[src/rtl/baud_gen_frac.sv]
// -----------------------------------------------------------------------------
// baud_gen_frac
//
// Purpose:
//   Fractional baud-rate generator for the UART datapaths. Produces the
//   oversampling tick, a per-bit tick and a mid-bit tick. The s_tick period is
//   div_int+1 cycles, stretched by one cycle whenever the first-order
//   fractional accumulator carries. The long-run average period is therefore
//   div_int+1+div_frac/2^FRAC_W cycles.
//
// Build option:
//   BAUD_FRAC_EN - when defined, the fractional accumulator (acc/ext) is built
//                  and div_frac takes effect. When undefined, div_frac is
//                  ignored, ext is tied 0 and the period is always div_int+1
//                  (legacy integer divider). The port list is the same in
//                  both builds.
//
// Parameters:
//   INT_W     width of the integer divisor
//   FRAC_W    width of the fractional divisor (step = 1/2^FRAC_W cycle)
//   OVS       s_ticks per bit (even, >= 4)
//   RESET_DIV integer divisor active after reset (fraction resets to 0)
//
// Ports:
//   clk       in   system clock, rising edge
//   clear     in   asynchronous active-high reset
//   enable    in   count enable; low freezes all counters and emits no ticks
//   load      in   one-cycle pulse: latch div_int/div_frac, restart counters
//   div_int   in   integer divisor, sampled only when load=1
//   div_frac  in   fractional divisor, sampled only when load=1
//   sync      in   one-cycle pulse: restart counters, keep divisor
//   s_tick    out  oversampling tick, one-cycle pulse, registered
//   bit_tick  out  pulse coincident with every OVS-th s_tick, registered
//   mid_tick  out  pulse coincident with the s_tick ending phase OVS/2-1
//
// Control semantics (all inputs sampled on the rising edge of clk):
//   load or sync high -> counters, accumulator and ticks restart from zero,
//   regardless of enable; load additionally latches the divisor. Otherwise,
//   with enable high the period counter advances; with enable low everything
//   holds and the tick outputs drop to 0.
// -----------------------------------------------------------------------------
module baud_gen_frac #(
  parameter int INT_W     = 16,
  parameter int FRAC_W    = 4,
  parameter int OVS       = 16,
  parameter int RESET_DIV = 26
) (
  input  logic              clk,
  input  logic              clear,
  input  logic              enable,
  input  logic              load,
  input  logic [INT_W-1:0]  div_int,
  input  logic [FRAC_W-1:0] div_frac,
  input  logic              sync,
  output logic              s_tick,
  output logic              bit_tick,
  output logic              mid_tick
);

  localparam int OVS_W = (OVS > 1) ? $clog2(OVS) : 1;
  // The terminal count is div_int_a + ext, which needs one bit more than
  // INT_W when div_int_a is all-ones and ext=1. The period counter is kept
  // the same width so it can actually reach that terminal value instead of
  // wrapping to 0 one cycle early.
  localparam int CNT_W = INT_W + 1;

  localparam logic [OVS_W-1:0] OVS_LAST    = OVS_W'(OVS - 1);
  localparam logic [OVS_W-1:0] OVS_MID     = OVS_W'(OVS / 2 - 1);
  localparam logic [INT_W-1:0] RESET_DIV_V = INT_W'(RESET_DIV);

  // ---------------------------------------------------------------------------
  // Shared control decode
  // ---------------------------------------------------------------------------
  logic restart;   // load or sync: restart every counter this edge
  logic advance;   // normal counting edge
  logic ext;       // one extra cycle in the current period (fraction carry)
  logic at_term;   // period counter sits on its terminal value
  logic tick_now;  // this edge ends a period and emits an s_tick

  logic [CNT_W-1:0] term;

  assign restart  = load | sync;
  assign advance  = enable & ~restart;

  // ---------------------------------------------------------------------------
  // Integer period counter, oversample counter and registered ticks
  // ---------------------------------------------------------------------------
  logic [INT_W-1:0] div_int_q,  div_int_d;
  logic [CNT_W-1:0] cnt_q,      cnt_d;
  logic [OVS_W-1:0] ovs_cnt_q,  ovs_cnt_d;
  logic             s_tick_q,   s_tick_d;
  logic             bit_tick_q, bit_tick_d;
  logic             mid_tick_q, mid_tick_d;

  assign term     = {1'b0, div_int_q} + CNT_W'(ext);
  assign at_term  = (cnt_q == term);
  assign tick_now = advance & at_term;

  always_comb begin
    div_int_d  = div_int_q;
    cnt_d      = cnt_q;
    ovs_cnt_d  = ovs_cnt_q;
    // Ticks are single-cycle: they fall back to 0 unless this edge ends a
    // period, which also covers enable=0 and restart edges.
    s_tick_d   = 1'b0;
    bit_tick_d = 1'b0;
    mid_tick_d = 1'b0;

    if (load) begin
      div_int_d = div_int;
    end

    if (restart) begin
      cnt_d     = '0;
      ovs_cnt_d = '0;
    end else if (enable) begin
      if (at_term) begin
        cnt_d      = '0;
        s_tick_d   = 1'b1;
        // bit/mid decode uses the oversample phase before it advances, so
        // bit_tick lands on the OVS-th s_tick and mid_tick on the OVS/2-th.
        bit_tick_d = (ovs_cnt_q == OVS_LAST);
        mid_tick_d = (ovs_cnt_q == OVS_MID);
        ovs_cnt_d  = (ovs_cnt_q == OVS_LAST) ? '0 : ovs_cnt_q + OVS_W'(1);
      end else begin
        cnt_d = cnt_q + CNT_W'(1);
      end
    end
  end

  always_ff @(posedge clk or posedge clear) begin
    if (clear) begin
      div_int_q  <= RESET_DIV_V;
      cnt_q      <= '0;
      ovs_cnt_q  <= '0;
      s_tick_q   <= 1'b0;
      bit_tick_q <= 1'b0;
      mid_tick_q <= 1'b0;
    end else begin
      div_int_q  <= div_int_d;
      cnt_q      <= cnt_d;
      ovs_cnt_q  <= ovs_cnt_d;
      s_tick_q   <= s_tick_d;
      bit_tick_q <= bit_tick_d;
      mid_tick_q <= mid_tick_d;
    end
  end

  assign s_tick   = s_tick_q;
  assign bit_tick = bit_tick_q;
  assign mid_tick = mid_tick_q;

  // ---------------------------------------------------------------------------
  // Fractional accumulator
  // ---------------------------------------------------------------------------
`ifdef BAUD_FRAC_EN
  logic [FRAC_W-1:0] div_frac_q, div_frac_d;
  logic [FRAC_W-1:0] acc_q,      acc_d;
  logic              ext_q,      ext_d;

  always_comb begin
    div_frac_d = div_frac_q;
    acc_d      = acc_q;
    ext_d      = ext_q;

    if (load) begin
      div_frac_d = div_frac;
    end

    if (restart) begin
      acc_d = '0;
      ext_d = 1'b0;
    end else if (tick_now) begin
      // The carry out of the accumulator stretches the next period by one
      // cycle; over 2^FRAC_W periods this adds exactly div_frac cycles.
      {ext_d, acc_d} = {1'b0, acc_q} + {1'b0, div_frac_q};
    end
  end

  always_ff @(posedge clk or posedge clear) begin
    if (clear) begin
      div_frac_q <= '0;
      acc_q      <= '0;
      ext_q      <= 1'b0;
    end else begin
      div_frac_q <= div_frac_d;
      acc_q      <= acc_d;
      ext_q      <= ext_d;
    end
  end

  assign ext = ext_q;
`else
  // Integer-only build: no stretch cycles, div_frac is deliberately ignored.
  logic frac_unused;
  logic tick_unused;

  assign ext         = 1'b0;
  assign frac_unused = ^div_frac;
  assign tick_unused = tick_now;
`endif

endmodule
[config.mk]
export PLATFORM = sky130hd
export DESIGN_NAME = baud_gen_frac
export DESIGN_NICKNAME = d
export VERILOG_FILES = /design/src/rtl/baud_gen_frac.sv
export SDC_FILE = /design/constraint.sdc
export NUM_CORES = 1
export LEC_CHECK = 0
export CAP_MARGIN = 20
export CELL_PAD_IN_SITES_DETAIL_PLACEMENT = 1
export CELL_PAD_IN_SITES_GLOBAL_PLACEMENT = 1
export CORE_MARGIN = 10
export CORE_UTILIZATION = 28
export CTS_BUF_LIST = sky130_fd_sc_hd__clkbuf_2
export CTS_CLUSTER_SIZE = 28
export DETAILED_ROUTE_END_ITERATION = 12
export PLACE_DENSITY_LB_ADDON = 0.1
export SLEW_MARGIN = 25
export SYNTH_ARGS = -nofsm -noshare
export SYNTH_HDL_FRONTEND = slang
export SYNTH_SLANG_ARGS = --single-unit
[constraint.sdc]
create_clock -name clk -period 2.33 [get_ports clk]
set_input_delay 0.699 -clock clk [delete_from_list [all_inputs] [get_ports clk]]
set_output_delay 0.699 -clock clk [all_outputs]
set_load 0.02 [all_outputs]
==> impl_results.md <==
* Clock latency on the worst-skew pair at 0.41 ns
* Final count of negative-setup-slack endpoints at 0
* Fillcell total at 792
* Hold buffer count at CTS at 0
* Fraction of final layout cells sized beyond drive strength 1 at 21.3%
* Syn Std Cell Area at 0.00198 mm2
* Post-DRT Antenna Nets at 0
* Final Instance Count excl. Fillers at 321
* CTS tree: yes
* Number of nets at the end of the flow at 251
* Combined flip-flop and latch cell area at 0.00100 mm2
* GRT Util Overall at 9.54%
* Post-Synthesis Cells at 184
* Remaining routing DRC violations at 0
* Max Buffers Root-to-Sink at 2
* Util after Layout at 36.5%
* Sequential fraction of design power at 61.3%
* Length of the first detailed-routing pass in iterations at 3
* Total vias in the final route at 1497
* Worst relative slew slack at 68.1%
* Hold Fails Final Rpt at 0
* Clock network fraction of total power at 25.7%
* Setup bufs post-CTS at 0
* Transition time at the pin with the least slew margin at 0.479 ns
* Clock-pin slew on the worst setup and hold paths at 0.22 ns
* Via count of the first global-routing pass at 1654
* Fraction of the cycle the final worst path needs at 93.6%
* Number of maximum-capacitance violations at 0
* Distinct cell type count after synthesis at 38
* Cts bufs inserted at 5
* Critical path launch point type: flip-flop
* Core box area at 0.00683 mm2
* Run status: finished, final reports clean
* DRT Wirelength at 4950 um
* Initial detailed-routing violation count at 35
* Number of clock sinks at 40
* Number of port buffers at 23
* Pwr/cell area at 492 mW/mm2
* Number of antenna violations at the first check in global routing at 0
* Path class of the lowest-slack min-delay path: reg -> reg
* Number of gates resized after cts at 0
* Proportion of power drawn by combinational gates at 13.0%
* Design internal power at 0.000898 W
* Number of placed I/O pins at 28
* Die outline area at 0.0108 mm2
* Kind of critical path: reg -> reg
* Half-perimeter wire length of the detailed placement result at 3850 um
* Pin count of the biggest net entering global routing at 20
* Placement-stage worst setup slack at -0.132 ns
* Wire length of the first global-routing pass at 8410 um
* Detail-routed net length per standard cell at 15.4 um
* Starting density of the core at 29.0%
* Synthesized area per cell at 10.8 um2
* Net Count, Synth at 211
* Highest clock frequency the design can meet at 458 MHz
* Largest voltage drop on the vdd net at 0.246 mV
* Power after layout at 0.00123 W
* Sort of element at the end of the critical path: flip-flop
* Arrival time at the worst endpoint at 2.52 ns
* Sequential-to-total area share from yosys stat at 50.7%
* Time the final worst path needs with I/O delays and setup at 2.18 ns
* Switching portion of total power at 26.7%
* Library cell used as clock root buffer: clkbuf_2
* Area added between synthesis and finish at 25.8%
* Unrepaired setup endpoints after global routing: false
* H-tree levels at 2
* Synthesis-stage register bit count at 40
* Post-route clock skew at 0.0320 ns
* Die extent in x at 104 um
* Worst setup slack for register-to-register paths at 0.15 ns
* Multi-input combinational cell area at 927 um2
* Power dissipated by switching net loads at 0.000327 W
* Aggregate global routing overflow at 0
* Placed cells at 313
* Die height at 104 um
* WP data required at 2.67 ns
* Count of inserted antenna diode cells at 0
* Number of vias per cell after detailed routing at 4.66
* Final weighted congestion in routability-driven placement at 0.781
* Highest net fanout along the worst path at 6
* Static power due to leakage at 1.02 nW
* Synthesis warning total at 0
* Post-route setup slack at 0.148 ns
* Number of core rows at 30
* Final-report max-slew violation count at 0
cells in the mapped netlist (all sizes together):
cell	n	area, um2
o21ai	2	13.8
nand2	9	33.8
a32o	1	10.0
xnor2	11	96.3
clkbuf	4	15.0
mux2i	2	20.0
o221ai	1	8.76
and3	2	12.5
or3b	1	8.76
nand2b	1	6.26
nand4	7	50.1
or2	1	6.26
ha	2	25.0
nor2	25	93.8
nor4	5	31.3
a21o	1	7.51
dfrtp	37	926
a221o	1	10.0
xor2	16	140
o32ai	1	8.76
dfstp	3	78.8
a2111oi	1	15.0
or4b	2	23.8
buf	2	8.75
o31ai	1	7.51
nor2b	6	37.5
nand3	6	30.0
inv	7	26.3
mux2	15	169
nor3	8	40.0
o311ai	1	8.76
a21oi	1	5.00
or4	1	7.51
critical path, cell delays in order (launching register included):
cell,delay (ns)
dfrtp_1,0.48
xor2_1,0.16
nor4_1,0.30
buf_4,0.17
nand4_2,0.17
or4b_1,0.56
a32o_1,0.27
registers in the layout (all words and copies together), names as in the netlist:
| register | count |
|---|---|
| s_tick | 1 |
| mid_tick | 1 |
| cnt_q | 17 |
| bit_tick | 1 |
| ovs_cnt_q | 4 |
| div_int_q | 16 |
cell usage in the layout, fill, tap and decap left out, types with 2 or more instances in the layout:
cell type and count:
mux2_2 15, ha_1 2, nand4_1 6, nand2_1 9
buf_12 2, inv_1 6, dfstp_2 3, and3_1 2
xor2_1 16, nor4_1 5, buf_4 14, clkdlybuf4s50_1 23
xnor2_1 11, nor3_1 8, clkbuf_2 7, mux2i_1 2
nor2b_1 6, nor2_1 25, dfrtp_1 37, nand3_1 6
power groups by stage:
stage | clock [W] | combinational [W] | sequential [W]
after detailed placement | 0 | 0.000162 | 0.000764
after global routing | 0.000362 | 0.000176 | 0.000756
after global placement | 0 | 0.000158 | 0.000762
after floorplan | 0 | 0.0000854 | 0.000756
final | 0.000315 | 0.000159 | 0.000751
after CTS | 0.000333 | 0.000163 | 0.000752
final cells by class:
type / instances / area share (%)
repair buffers: 39 / 15.1
well taps: 96 / 4.82
inverters: 7 / 1.05
clock inverters: 1 / 0.151
flip-flops and latches: 40 / 40.3
clock buffers: 7 / 1.41
multi-input cells: 131 / 37.2
final timing paths:
kind,startpoint,endpoint,cells after the start
max,cnt_q[5]$_DFFE_PP0P_,ovs_cnt_q[3]$_DFFE_PP0P_,6
min,ovs_cnt_q[3]$_DFFE_PP0P_,mid_tick$_DFF_PP0_,1
max reg2reg,cnt_q[5]$_DFFE_PP0P_,ovs_cnt_q[3]$_DFFE_PP0P_,6
min reg2reg,ovs_cnt_q[3]$_DFFE_PP0P_,mid_tick$_DFF_PP0_,1
max in group asynchronous,clear,div_int_q[7]$_DFFE_PP0P_,3
min in group asynchronous,clear,div_int_q[15]$_DFFE_PP0P_,2
per-layer routing:
metal	vias up	wire, um	track usage, %
li1	714	-	-
met1	757	2380	11.6
met2	21	2380	15.7
met3	5	127	2.35
met4	0	68	3.88
met5	-	0	0
cells by family after synthesis:
kind of cell             share of synthesized area (%)
multiplexers                                      9.53
buffers and inverters                             2.52
adder cells (fa/ha/maj)                           1.26
XOR/XNOR                                          11.9
AND/OR/NAND/NOR                                   19.3
flip-flops                                        50.7
AO/OA/AOI/OAI                                     4.80
metrics by stage:
step	hold slack (ns)	area, um2	TNS [ns]
2_1_floorplan	0.454	1980	0
3_3_place_gp	0.482	2450	-0.635
3_5_place_dp	0.491	2450	-0.784
4_1_cts	0.521	2490	0
5_1_grt	0.540	2490	0
6_report	0.523	2490	0
(Power assumes the default switching activity.)
